$ cat src/rtl/jtkiwi_snd_romcache.sv
// Sound-CPU ROM fetch stage for the Kiwi sound subsystem.
// A small direct-mapped cache of 16-bit words sits between the Z80 ROM port
// and the SDRAM ROM slot. Hits answer in the same cycle; misses start a
// single SDRAM read and fill the line when the data strobe arrives.
module jtkiwi_snd_romcache #(
  parameter int          LINES  = 4,
  parameter logic [21:0] OFFSET = 22'h0
) (
  input  logic        rst,
  input  logic        clk,
  input  logic        flush,
  input  logic [15:0] cpu_addr,
  input  logic        cpu_cs,
  output logic        cpu_ok,
  output logic [7:0]  cpu_data,
  output logic [21:0] sdram_addr,
  output logic        sdram_req,
  input  logic        sdram_ack,
  input  logic        sdram_dst,
  input  logic [15:0] sdram_data
);

  localparam int IW = $clog2(LINES);
  localparam int TW = 15 - IW;

  typedef enum logic [1:0] {IDLE, REQ, WAIT} state_t;

  state_t state, next_state;

  logic [LINES-1:0] valid;
  logic [TW-1:0]    tag_mem  [LINES];
  logic [15:0]      data_mem [LINES];

  logic [IW-1:0] miss_idx;
  logic [TW-1:0] miss_tag;
  logic          discard;

  logic [14:0]   waddr;
  logic [IW-1:0] idx;
  logic [TW-1:0] tag;
  logic          hit;
  logic          start_miss;
  logic          fill_now;

  assign waddr = cpu_addr[15:1];
  assign idx   = waddr[IW-1:0];
  assign tag   = waddr[14:IW];

  // State register
  always_ff @(posedge clk or posedge rst) begin
    if (rst) state <= IDLE;
    else     state <= next_state;
  end

  // Next-state logic; an ack and strobe arriving together in REQ complete the fetch at once
  always_comb begin
    next_state = state;
    case (state)
      IDLE: if (cpu_cs && !hit && !flush) next_state = REQ;
      REQ:  if (sdram_ack) next_state = sdram_dst ? IDLE : WAIT;
      WAIT: if (sdram_dst) next_state = IDLE;
      default: next_state = IDLE;
    endcase
  end

  // Hit detection, CPU outputs and FSM strobes derived from the registered arrays
  always_comb begin
    hit        = valid[idx] && (tag_mem[idx] == tag);
    cpu_ok     = cpu_cs && hit && !flush;
    cpu_data   = cpu_addr[0] ? data_mem[idx][15:8] : data_mem[idx][7:0];
    start_miss = (state == IDLE) && cpu_cs && !hit && !flush;
    fill_now   = ((state == REQ) && sdram_ack && sdram_dst) ||
                 ((state == WAIT) && sdram_dst);
  end

  // SDRAM request handshake and capture of the missing line's index/tag
  always_ff @(posedge clk or posedge rst) begin
    if (rst) begin
      sdram_req  <= 1'b0;
      sdram_addr <= 22'd0;
      miss_idx   <= '0;
      miss_tag   <= '0;
    end else begin
      if (start_miss) begin
        sdram_req  <= 1'b1;
        sdram_addr <= OFFSET + {7'd0, waddr};
        miss_idx   <= idx;
        miss_tag   <= tag;
      end else if (state == REQ && sdram_ack) begin
        sdram_req  <= 1'b0;
      end
    end
  end

  // Remember a flush that landed mid-fetch so the stale fill is not marked valid
  always_ff @(posedge clk or posedge rst) begin
    if (rst)                             discard <= 1'b0;
    else if (fill_now || start_miss)     discard <= 1'b0;
    else if (flush && state != IDLE)     discard <= 1'b1;
  end

  // Line storage; flush always beats a fill arriving in the same cycle
  always_ff @(posedge clk or posedge rst) begin
    if (rst) begin
      valid <= '0;
      for (int i = 0; i < LINES; i++) begin
        tag_mem[i]  <= '0;
        data_mem[i] <= '0;
      end
    end else begin
      if (fill_now) begin
        tag_mem[miss_idx]  <= miss_tag;
        data_mem[miss_idx] <= sdram_data;
      end
      if (flush)
        valid <= '0;
      else if (fill_now && !discard)
        valid[miss_idx] <= 1'b1;
    end
  end

endmodule

$ cat config.mk
export PLATFORM = sky130hd
export DESIGN_NAME = jtkiwi_snd_romcache
export DESIGN_NICKNAME = d
export VERILOG_FILES = /design/src/rtl/jtkiwi_snd_romcache.sv
export SDC_FILE = /design/constraint.sdc
export NUM_CORES = 1
export LEC_CHECK = 0
export ABC_AREA = 1
export CELL_PAD_IN_SITES_DETAIL_PLACEMENT = 1
export CELL_PAD_IN_SITES_GLOBAL_PLACEMENT = 1
export CORE_MARGIN = 5
export CORE_UTILIZATION = 42
export CTS_CLUSTER_DIAMETER = 120
export DETAILED_ROUTE_END_ITERATION = 10
export PLACE_DENSITY_LB_ADDON = 0.2
export SYNTH_ARGS = -nofsm -noshare
export SYNTH_HDL_FRONTEND = slang
export SYNTH_SLANG_ARGS = --single-unit
$ cat constraint.sdc
create_clock -name clk -period 6.35 [get_ports clk]
set_input_delay 1.27 -clock clk [delete_from_list [all_inputs] [get_ports clk]]
set_output_delay 1.27 -clock clk [all_outputs]
set_load 0.03 [all_outputs]
# Yosys cells after proc, flatten, opt, wreduce, memory -nomap -nowiden
# Cells that the tools add are included.
[word_totals] ram_bits=0 output_inout_bits=32 latch_bits=0 ff_bits=154 mem_bits_ro=0 memories=0
[op_classes] eq_ne=6 n_mux=28 n_reduce_logical=26 magnitude_cmp=6 n_div=0 bitwise=3 shifts=0 mul=0 n_addsub=0
[ops] cell="bitwise mux 64 bit" count=1
[ops] cell="bitwise mux 52 bit" count=1
[ops] cell="two-way mux 16 bit" count=3
[ops] cell="two-way mux 13 bit" count=3
[ops] cell="binary-select mux 16 bit (select 2 bit)" count=1
[ops] cell="demux 16 bit (select 2 bit)" count=1
[ops] cell="binary-select mux 13 bit (select 2 bit)" count=1
[ops] cell="demux 13 bit (select 2 bit)" count=1
[ops] cell="logical AND 1 bit" count=15
[ops] cell="equality test 13 bit" count=1
[ops] cell="two-way mux 2 bit" count=4
[ops] cell="two-way mux 4 bit" count=2
[ops] cell="two-way mux 8 bit" count=1
[ops] cell="nonzero test 2 bit" count=4
[ops] cell=">= comparator 3 bit (second input constant)" count=2
[ops] cell="less-than comparator 2 x 3 -> 1 bit (second input constant)" count=2
[ops] cell="two-way mux 1 bit" count=6
[ops] cell="inequality test 2 bit (second input constant)" count=3
[ops] cell="inverter 2 -> 3 bit" count=2
[ops] cell="case mux 2 bit (3 select lines)" count=1
[ops] cell="bitwise OR 4 bit" count=1
[ops] cell="zero test 1 bit" count=3
[ops] cell="less-than comparator 3 x 1 -> 1 bit (second input constant)" count=1
[ops] cell="AND reduction 3 bit" count=1
[ops] cell="other kinds (7)" count=8

# Longest topological paths before layout
# Gate-level depths: netlist (run 1).
[depth] depth_word=11 ltp_mapped=16 ltp_nobuf=13

# Worst setup path before layout (run 1)
# OpenSTA, ideal clock, no wires.
[synth_timing] path_type="in2out" from="input cpu_addr[1]" to="output cpu_data[4]" t_arrival_ns=2.640 path_slack_ns=2.440 cell_stages=7 t_required_ns=5.080 cell_sequence="buf_6 -> buf_2 -> buf_1 -> nor2_1 -> nor2_1 -> o21ai_0 -> a31oi_1"
[synth_between] elab_chain_cells=5
[synth_rtl] item="start, declared" line_no="12" source="input logic [15:0] cpu_addr,"
[synth_rtl] item="inverter 2 -> 3 bit (implied by the code)" line_no="70" source="cpu_data = cpu_addr[0] ? data_mem[idx][15:8] : data_mem[idx][7:0];"
[synth_rtl] item="binary-select mux 16 bit (select 2 bit)" line_no="70"
[synth_rtl] item="two-way mux 16 bit (implied by the code) (2 in a row)" line_no="70"
[synth_rtl] item="two-way mux 8 bit" line_no="70"
[synth_rtl] item="end, declared" line_no="15" source="output logic [7:0] cpu_data,"
# No other way between the ends. The select of a mux whose other input is x is not followed.

# Final worst setup path (run 1)
[layout_timing] from="input cpu_addr[1]" to="output cpu_ok"
[layout_between] elab_chain_cells=8 elab_cells_between_ends=10
[layout_rtl] item="inverter 2 -> 3 bit (implied by the code)" line_no="68" source="hit = valid[idx] && (tag_mem[idx] == tag);"
[layout_rtl] item="binary-select mux 13 bit (select 2 bit)" line_no="68"
[layout_rtl] item="two-way mux 13 bit (implied by the code) (2 in a row)" line_no="68"
[layout_rtl] item="equality test 13 bit" line_no="68"
[layout_rtl] item="logical AND 1 bit (*)" line_no="68"
[layout_rtl] item="logical AND 1 bit (*) (2 in a row)" line_no="69" source="cpu_ok = cpu_cs && hit && !flush;"
[layout_rtl] item="end, declared" line_no="14" source="output logic cpu_ok,"
# Mark *: on every way between the ends. The rest lies on a longest branch, timed or not. The select of a mux whose other input is x is not followed.

==> impl_results.md, run 1 <==
- Run status: complete, no violations
- Wirelength per Cell: 18.24 um
- Worst relative slew slack: 24.26%
- Worst path cell trace: buf_2, buf_4, nand2_1, nand3_1, nand2_1, nand2_1, nand2_1, nor2_1, nand4_1, nor2_1, nand2_1, nor2_1, clkdlybuf4s50_1
- Fill cells: 1833
- Initial Util: a little over two fifths
- Skew-Pair Late Insertion Delay: 420 ps
- Hold Path Origin: data_mem[5]
- Longest Clk Path Bufs: 2
- CTS tree: yes
- PnR worst setup slack: 1112 ps
- Most used cell along the critical path: nand2_1
- Slew Viols, Final: 0
- Antenna violations before repair: 0
- Area after DPL: just over 7000 um^2
- Clk pin slew, worst setup/hold paths: 60 ps
- Net switching power: between 1 and 1.5 mW
- Synth warn: 0
- Sink Count: 139
- CP bufs+invs: 3
- Logic pwr share: 24.8%
- Std cell rows: 45
- Hold Path Class: reg2reg
- GRT Total Usage: ~22%
- Post-CTS Repair Setup Buffers: 0
- Vias in the first global route: 6139
- Register Area: 3478 um^2
- Fin crit period: 5238 ps
- Hold-fix buffers at CTS: 0
- Final wirelength: 19240 um
- Sequential-to-total area share from yosys stat: between 50% and 60%
- Vias: 5704
- Area share of the largest cell type after synthesis: between 50% and 60%
- Overflow after GRT: 0
- CP startpoint: cpu_addr[1]
- Vias per cell: 5.407
- Yosys reg bits: 139
- Worst path top cell family by delay: buffers and inverters
- Die X: 134.3 um
- DR iter-0 viols: 370
- Cell Pwr Density: ~440 nW/um^2
- Core area: 15200 um^2
- Worst Path Max Fanout: 43
- Most common cell after layout, fill and taps aside: nand2_1
- Worst IR Drop VDD: roughly 0.00021 V
- Crit Path Class: in2out
- Post-synthesis cell area: roughly 6500 um^2
- Most frequent cells in the layout: 259 x nand2_1, 148 x o21ai_0, 139 x dfrtp_1, 75 x nor2_1, 61 x clkdlybuf4s50_1
- Drt first pass iters: 4
- Nets: 892
- DRC viols: 0
- Diode count: 0
- ANT nets after route: 0
- First-pass GRT wire length: 32040 um
- Design Area, Final: 7787 um^2
- Total die area: 18030 um^2
- Tot Pwr: 3.401 mW
- Max-cap violations: 0
- Worst Path Required: between 5000 and 6000 ps
- Clk root buf: clkbuf_16
- Top-Level Pins: 70
- Worst setup EP type: primary output
- Worst-Margin Slew: around 1100 ps
- Layout Skew: between 7 and 8 ps
- Num CTS Buffers: 17
- GPL Wtd Cong: just under 0.8
- Min Hold Slack: approximately 480 ps
- Clock power frac: ~32%
- CP arrival: 3970 ps
- Internal Pwr Total: between 2 and 2.5 mW
- Htree depth: 4
- Setup_tns: 0 ps
- Distinct cells, synth: 29
- Port Buf Inserts: 62
- CP max stage delay: roughly 700 ps
- Fin. Hold Viols: 0
- Die Y-Extent: 134.3 um
- PostCTS Resize Cnt: 0
- DP Worst Slack: 1158 ps
- Syn Area/Cell: 7.968 um^2
- Final Setup Violations: 0
- HPWL after DPL: around 12000 um
- Multi-input logic area: 2566 um^2
- LEAKAGE: about 3.7 nW
- R2R Path Start: state[0]
- Yosys top cell by area: dfrtp_1
- Largest net degree at the start of global routing: 90
- Switch share: 32.84%
- Top cells by area, synth: dfrtp_1 54%, nand2_1 15%, o21ai_0 11%, nor2_1 4.3%, inv_1 2.5%
- Area Growth Syn to Fin: 20.06%
- Period utilization: about 82%
- Fmax: 190.9 MHz
- RSZ-0062 raised after global routing: no
- Layout cells sized above 1: 5.536%
- Type of origin of the critical path: input pin
- Mapped Cells: 814
- Reg power frac: 42.9%
- Slowest CP cell: clkdlybuf4s50_1
cell type report:
| type | instances | area share [%] |
|---|---|---|
| inverters | 47 | 2.330 |
| repair buffers | 70 | 8.676 |
| clock buffers | 20 | 5.864 |
| flip-flops and latches | 139 | 44.67 |
| multi-input cells | 579 | 32.95 |
| well taps | 188 | 3.021 |
| clock inverters | 12 | 2.490 |
power groups by stage:
stage | Clock, mW | Sequential (mW) | Combinational, mW
floorplan | 0 | 1.45 | 0.537
global placement | 0 | 1.44 | 0.786
detailed placement | 0 | 1.46 | 0.837
CTS | 1.11 | 1.46 | 0.856
global route | 1.15 | 1.50 | 0.959
finish | 1.10 | 1.46 | 0.843
state kept, by name, summed over array words and instances (netlist names):
name / cells
data_mem: 64
tag_mem: 52
miss_tag: 13
valid: 4
state: 2
discard: 1
miss_idx: 1
sdram_addr: 1
sdram_req: 1
cells in the mapped netlist, drive strengths merged:
cell type    n
nand3b       9
nor3b        1
clkinv       1
inv         46
a21oi        6
nor3         1
buf         23
clkbuf      32
o21ai      149
xor2         2
o22ai        8
dfrtp      139
o211ai       2
nand4       17
conb         1
nor2        76
nand3       32
a31oi        8
nand2      260
or2          1
worst reg2reg max path: stages (launching register included):
cell     delay (ps)
dfrtp_1         400
or2_2           310
nand2_1          60
nand2_1          60
inv_1           150
nand2_1         410
buf_4           450
nand2_1         130
o21ai_0          90
worst paths after layout:
check	endpoint	slack, ps	depth (start not counted)
hold reg to reg	data_mem[5]	480	2
min in group asynchronous	data_mem[31]	1500	2
hold / removal	data_mem[5]	480	2
max in group asynchronous	valid[0]	3540	3
setup / recovery	cpu_ok	1110	13
setup reg to reg	tag_mem[15]	4150	8
metal layers:
| layer | vias up | global-route usage (%) | wire (um) |
|---|---|---|---|
| li1 | 2707 | - | - |
| met1 | 2865 | 29.97 | 8953 |
| met2 | 107 | 37.65 | 9387 |
| met3 | 25 | 4.276 | 656 |
| met4 | 0 | 5.543 | 244 |
| met5 | - | 0 | 0 |
kinds of logic after synthesis:
| family | Yosys count | share of synthesized area, % |
|---|---|---|
| DFF | 139 | 53.63 |
| buffers and inverters | 102 | 7.157 |
| AOI/OAI and AO/OA | 173 | 13.73 |
| xor gates and xnor gates | 2 | 0.2701 |
| and+or+nand+nor | 397 | 25.15 |
| other | 1 | 0.05781 |
metrics by stage:
step                instances  utilization [%]
finish                   1055            51.23
CTS                      1055            51.23
global placement         1023            46.95
global route             1055            51.23
floorplan                 820                -
detailed placement       1023            46.95
Power figures use the tool's default switching activity.
==> run 2, diff against run 1 <==
- CORE_UTILIZATION: 42 -> 38
- clock period: 6.35 -> 4.5 ns (I/O delays scaled with it)
==> run 2 against run 1 <==
  * Clock-buffer cell count rose by 1
  * Core utilization fell by 4.2 points
  * Sequential power rose by 40%
  * Total power rose by 38%
  * First-iteration DRC count fell by 15%
  * Largest cell class unchanged
  * Highest routed layer unchanged
==> impl_results.md, run 2 (synthesis gave the netlist of run 1 again) <==
- Run status: complete, no violations
- Clock power frac: a little under a third
- Area Growth Syn to Fin: 20.58%
- Longest Clk Path Bufs: 2
- Slew Viols, Final: 0
- Largest register FFs: 64
- Worst-Margin Slew: approximately 750 ps
- Worst relative slew slack: 49.77%
- Fill cells: 1982
- Hold-fix buffers at CTS: 0
- Wirelength per Cell: approximately 17 um
- Biggest regs: data_mem x64, tag_mem x52, miss_tag x13
- Diode count: 0
- First-pass GRT wire length: 31700 um
- Worst Path Max Fanout: 31
- GPL Wtd Cong: 0.8448
- Antenna violations before repair: 0
- PostCTS Resize Cnt: 0
- Switch share: 32.51%
- Clk pin slew, worst setup/hold paths: approximately 60 ps
- DP Worst Slack: a little over 700 ps
- GRT Total Usage: 19.87%
- Setup_tns: 0 ps
- Num CTS Buffers: 17
- Tot Pwr: 4.709 mW
- Clk root buf: clkbuf_16
- Fin. Hold Viols: 0
- Fin crit period: approximately 3800 ps
- DRC viols: 0
- Total die area: between 15000 and 20000 um^2
- Worst setup EP type: primary output
- Final wirelength: 18740 um
- Overflow after GRT: 0
- Final Setup Violations: 0
- Layout cells sized above 1: under 10%
- Top-Level Pins: 70
- Reg power frac: a little over two fifths
- Core area: 16640 um^2
- Std cell rows: 47
- Hold Path Class: reg2reg
- Worst Path Required: around 3600 ps
- LEAKAGE: 3.703 nW
- Layout Skew: 6.810 ps
- Post-CTS Repair Setup Buffers: 0
- Vias in the first global route: 6064
- RSZ-0062 raised after global routing: no
- Nets: 894
- CTS tree: yes
- Multi-input logic area: 2566 um^2
- Register Area: approximately 3500 um^2
- Die Y-Extent: 140.7 um
- Most frequent cells in the layout: 259 x nand2_1, 148 x o21ai_0, 139 x dfrtp_1, 75 x nor2_1, 52 x clkdlybuf4s50_1
- Skew-Pair Late Insertion Delay: between 400 and 500 ps
- PnR worst setup slack: 673.8 ps
- CP arrival: 2930 ps
- DR iter-0 viols: 316
- ANT nets after route: 0
- Type of origin of the critical path: input pin
- Largest net degree at the start of global routing: 140
- Internal Pwr Total: approximately 3.2 mW
- Design Area, Final: 7821 um^2
- Worst IR Drop VDD: 0.0002882 V
- Area after DPL: 7208 um^2
- Max-cap violations: 0
- Sink Count: 139
- Htree depth: 4
- Net switching power: between 1.5 and 2 mW
- Vias per cell: 5.183
- Port Buf Inserts: 62
- Biggest register: data_mem
- Period utilization: 85.03%
- Cell Pwr Density: 602.1 nW/um^2
- Logic pwr share: 25.1%
- Crit Path Class: in2out
- Die X: 140.7 um
- Most common cell after layout, fill and taps aside: nand2_1
- HPWL after DPL: 11710 um
- Drt first pass iters: 4
- Fmax: 261.4 MHz
- Initial Util: 38.97%
- Vias: 5629
-- run 2: cell count changes in the layout (fill, tap and decap cells not counted) --
cell             delta
clkinv_2            -1
buf_12              +3
clkdlybuf4s50_1     -9
buf_4               +8
bufinv_16           -1
inv_4               -1
clkbuf_8            +1
clkinv_4            -1
-- run 2: layout make-up --
type                            instances  area share, %
Inverter                               47          2.336
Sequential cell                       139          44.47
Clock inverter                          8          1.824
Clock buffer                           21          6.015
Multi-Input combinational cell        579          32.81
Timing Repair Buffer                   72          9.023
Tap cell                              220          3.519
-- run 2: per-layer routing --
metal  global-route usage (%)  wire [um]  share of wire, %
met1                    27.80       9147                49
met2                    31.78       8830                47
met3                    3.894        575               3.1
met4                    5.303        184              0.98
met5                        0          0                 0
-- run 2: metrics by stage --
step           hold WS (ps)  utilization [%]  instances
4_1_cts               485.5            47.00       1086
3_5_place_dp          471.8            43.31       1057
6_report              481.9            47.00       1086
2_1_floorplan         447.8                -        820
5_1_grt               499.8            47.00       1086
3_3_place_gp          460.9            43.31       1057
-- run 2: final timing paths --
check                                to  slack (ps)  cells after the start         start
max                              cpu_ok         670                     10   cpu_addr[2]
min                        data_mem[37]         480                      2  data_mem[37]
max reg2reg                    state[0]        2560                     10    tag_mem[8]
min reg2reg                data_mem[37]         480                      2  data_mem[37]
max in group asynchronous  data_mem[25]        2890                      3           rst
min in group asynchronous   tag_mem[39]        1080                      3           rst
-- run 2: critical path, stage by stage --
cell and delay (ps):
clkdlybuf4s50_1 510, buf_4 390, nand3_1 120, nand2_1 90
xor2_1 240, nand3_1 120, nor3_1 150, nand2_1 80
nor2_1 120, buf_4 180
-- run 2: power by group through the flow --
stage               Sequential [mW]  Combinational (mW)  Clock, mW
floorplan                      2.05               0.758          0
global placement               2.04                1.12          0
detailed placement             2.06                1.19          0
CTS                            2.05                1.20       1.50
global route                   2.12                1.36       1.56
finish                         2.05                1.18       1.47
==> edit (flow settings as in run 1) <==
The parameter `LINES` goes from 4 to 8.
--- a/src/rtl/jtkiwi_snd_romcache.sv
+++ b/src/rtl/jtkiwi_snd_romcache.sv
@@ -5,3 +5,3 @@
 module jtkiwi_snd_romcache #(
-  parameter int          LINES  = 4,
+  parameter int          LINES  = 8,
   parameter logic [21:0] OFFSET = 22'h0
Behaviour: not the same (Yosys sat finds a counterexample within 4 cycles, from zero or initial values and one cycle with rst high).
==> edit against run 1 <==
- global-route usage decreased by 0.19 points
- highest routed layer unchanged
- clock power increased by 45%
- routed wire length increased by 76%
- total power increased by 54%
- worst setup slack improved by 91 ps
- sequential power increased by 69%
- design area increased by 71%
- synthesized area increased by 79%
- sequential cell count increased by 112
- largest cell class unchanged
==> edit: results (changes against run 1) <==
Maximum VDD drop: 0.2031 mV (-3.2%)
Status: finished, final reports clean
Leakage: 0.006224 uW (+69%)
CTS Buf Count: 29 (+12)
Inst Count DP: 1796 (+76%)
Via density: 5.335 (-1.3%)
Maximum clock path buffer count: 3 (+1)
Pin count of the biggest net entering global routing: 122 (+36%)
Post-synthesis sequential area ratio: 0.5411 (+0.004799)
# nets final: 1493 (+67%)
HPWL Detailed: 19540 um (+66%)
Average size of a mapped cell: 8.050 sq um (+1.0%)
Synth Warn #: 0 (unchanged)
Placed Area: 12390 sq um (+74%)
Top cells by area, synth: dfrtp_1 (54%), nand2_1 (14%), o21ai_0 (13%)
H-tree depth: 1 (-3)
Final Skew: 13.49 ps (+5.681 ps)
Biggest regs: data_mem (128), tag_mem (96), miss_tag (12)
Post-synthesis cell type count: 27 (-6.9%)
Drt pass-1 iters: 5 (+1)
Layout cells sized above 1: 0.05695 (+0.001586)
Worst skew pair latency: 550 ps (+130 ps)
Drt first-iter violations: 609 (+65%)
GRT Total Usage: 0.2219 (-0.001925)
Routed vias: 9854 (+73%)
Worst slew pin tran: 1163 ps (+27.02 ps)
Number of global-route vias before repair: 10390 (+69%)
Global-route wire length before repair: 56160 um (+75%)
Post-synth top cells: nand2_1 (427), o21ai_0 (293), dfrtp_1 (251)
Critical Path Fanout Max: 71 (+65%)
edit: cell types whose count changed after synthesis, sizes merged, moves of 22 or more:
cell / before / now
inv: 46 / 107
o21ai: 149 / 302
nand3: 32 / 65
dfrtp: 139 / 251
o221ai: 0 / 22
clkbuf: 32 / 72
nand2: 260 / 428
edit: worst max-delay path, cell delays in order:
cell             delay [ps]
buf_4                   130
inv_4                   540
nand2_1                 140
nand3_1                 110
nand3_1                 110
nand3b_1                110
nand2_1                  60
nor2_1                  140
nand2_1                 100
nor2_2                  160
nand2_4                 160
nor2_1                  120
clkdlybuf4s50_1         670
edit: metal layers:
layer / track usage / share of wire / vias up
met5: 0 / 0 / -
met4: 0.05101 / 0.019 / 0
met3: 0.02805 / 0.037 / 49
met2: 0.3720 / 0.48 / 149
met1: 0.3098 / 0.47 / 4938
li1: - / - / 4718
edit: layout make-up:
| class | count | area [sq um] |
|---|---|---|
| clock buffer | 41 | 820.8 |
| clock inverter | 10 | 81.33 |
| fill | 3261 | 13810 |
| inverter | 109 | 415.4 |
| multi-input combinational | 983 | 4464 |
| sequential | 251 | 6281 |
| tap | 372 | 465.4 |
| timing repair buffer | 81 | 763.2 |
edit: path summary, 6_finish.rpt:
kind,startpoint,endpoint,slack [ps],cells past startpoint
worst max-delay path,cpu_addr[1],cpu_ok,1200,13
worst min-delay path,data_mem[21]$_DFFE_PP0P_,data_mem[21]$_DFFE_PP0P_,480,2
worst max register to register,state[1]$_DFFE_PP0P_,data_mem[82]$_DFFE_PP0P_,3920,8
worst min register to register,data_mem[21]$_DFFE_PP0P_,data_mem[21]$_DFFE_PP0P_,480,2
max in group asynchronous,rst,tag_mem[12]$_DFFE_PP0P_,4100,3
min in group asynchronous,rst,data_mem[112]$_DFFE_PP0P_,1000,2
edit: stage by stage:
step	setup slack [ps]	hold slack, ps
after floorplan	1778	447.8
after global placement	1231	460.4
after detailed placement	1204	467.6
after CTS	1210	481.6
after global routing	916.8	496.7
final	1204	480.1
edit: cell families after synthesis:
logic type,share of synthesized area
AOI/OAI and AO/OA,0.1647
buffers and inverters,0.07804
DFF,0.5411
other,0.0003230
and+or+nand+nor,0.2159
edit: report_power, final:
part | internal, uW | switching, uW
clock network | 933 | 655
registers | 2160 | 315
logic | 458 | 722
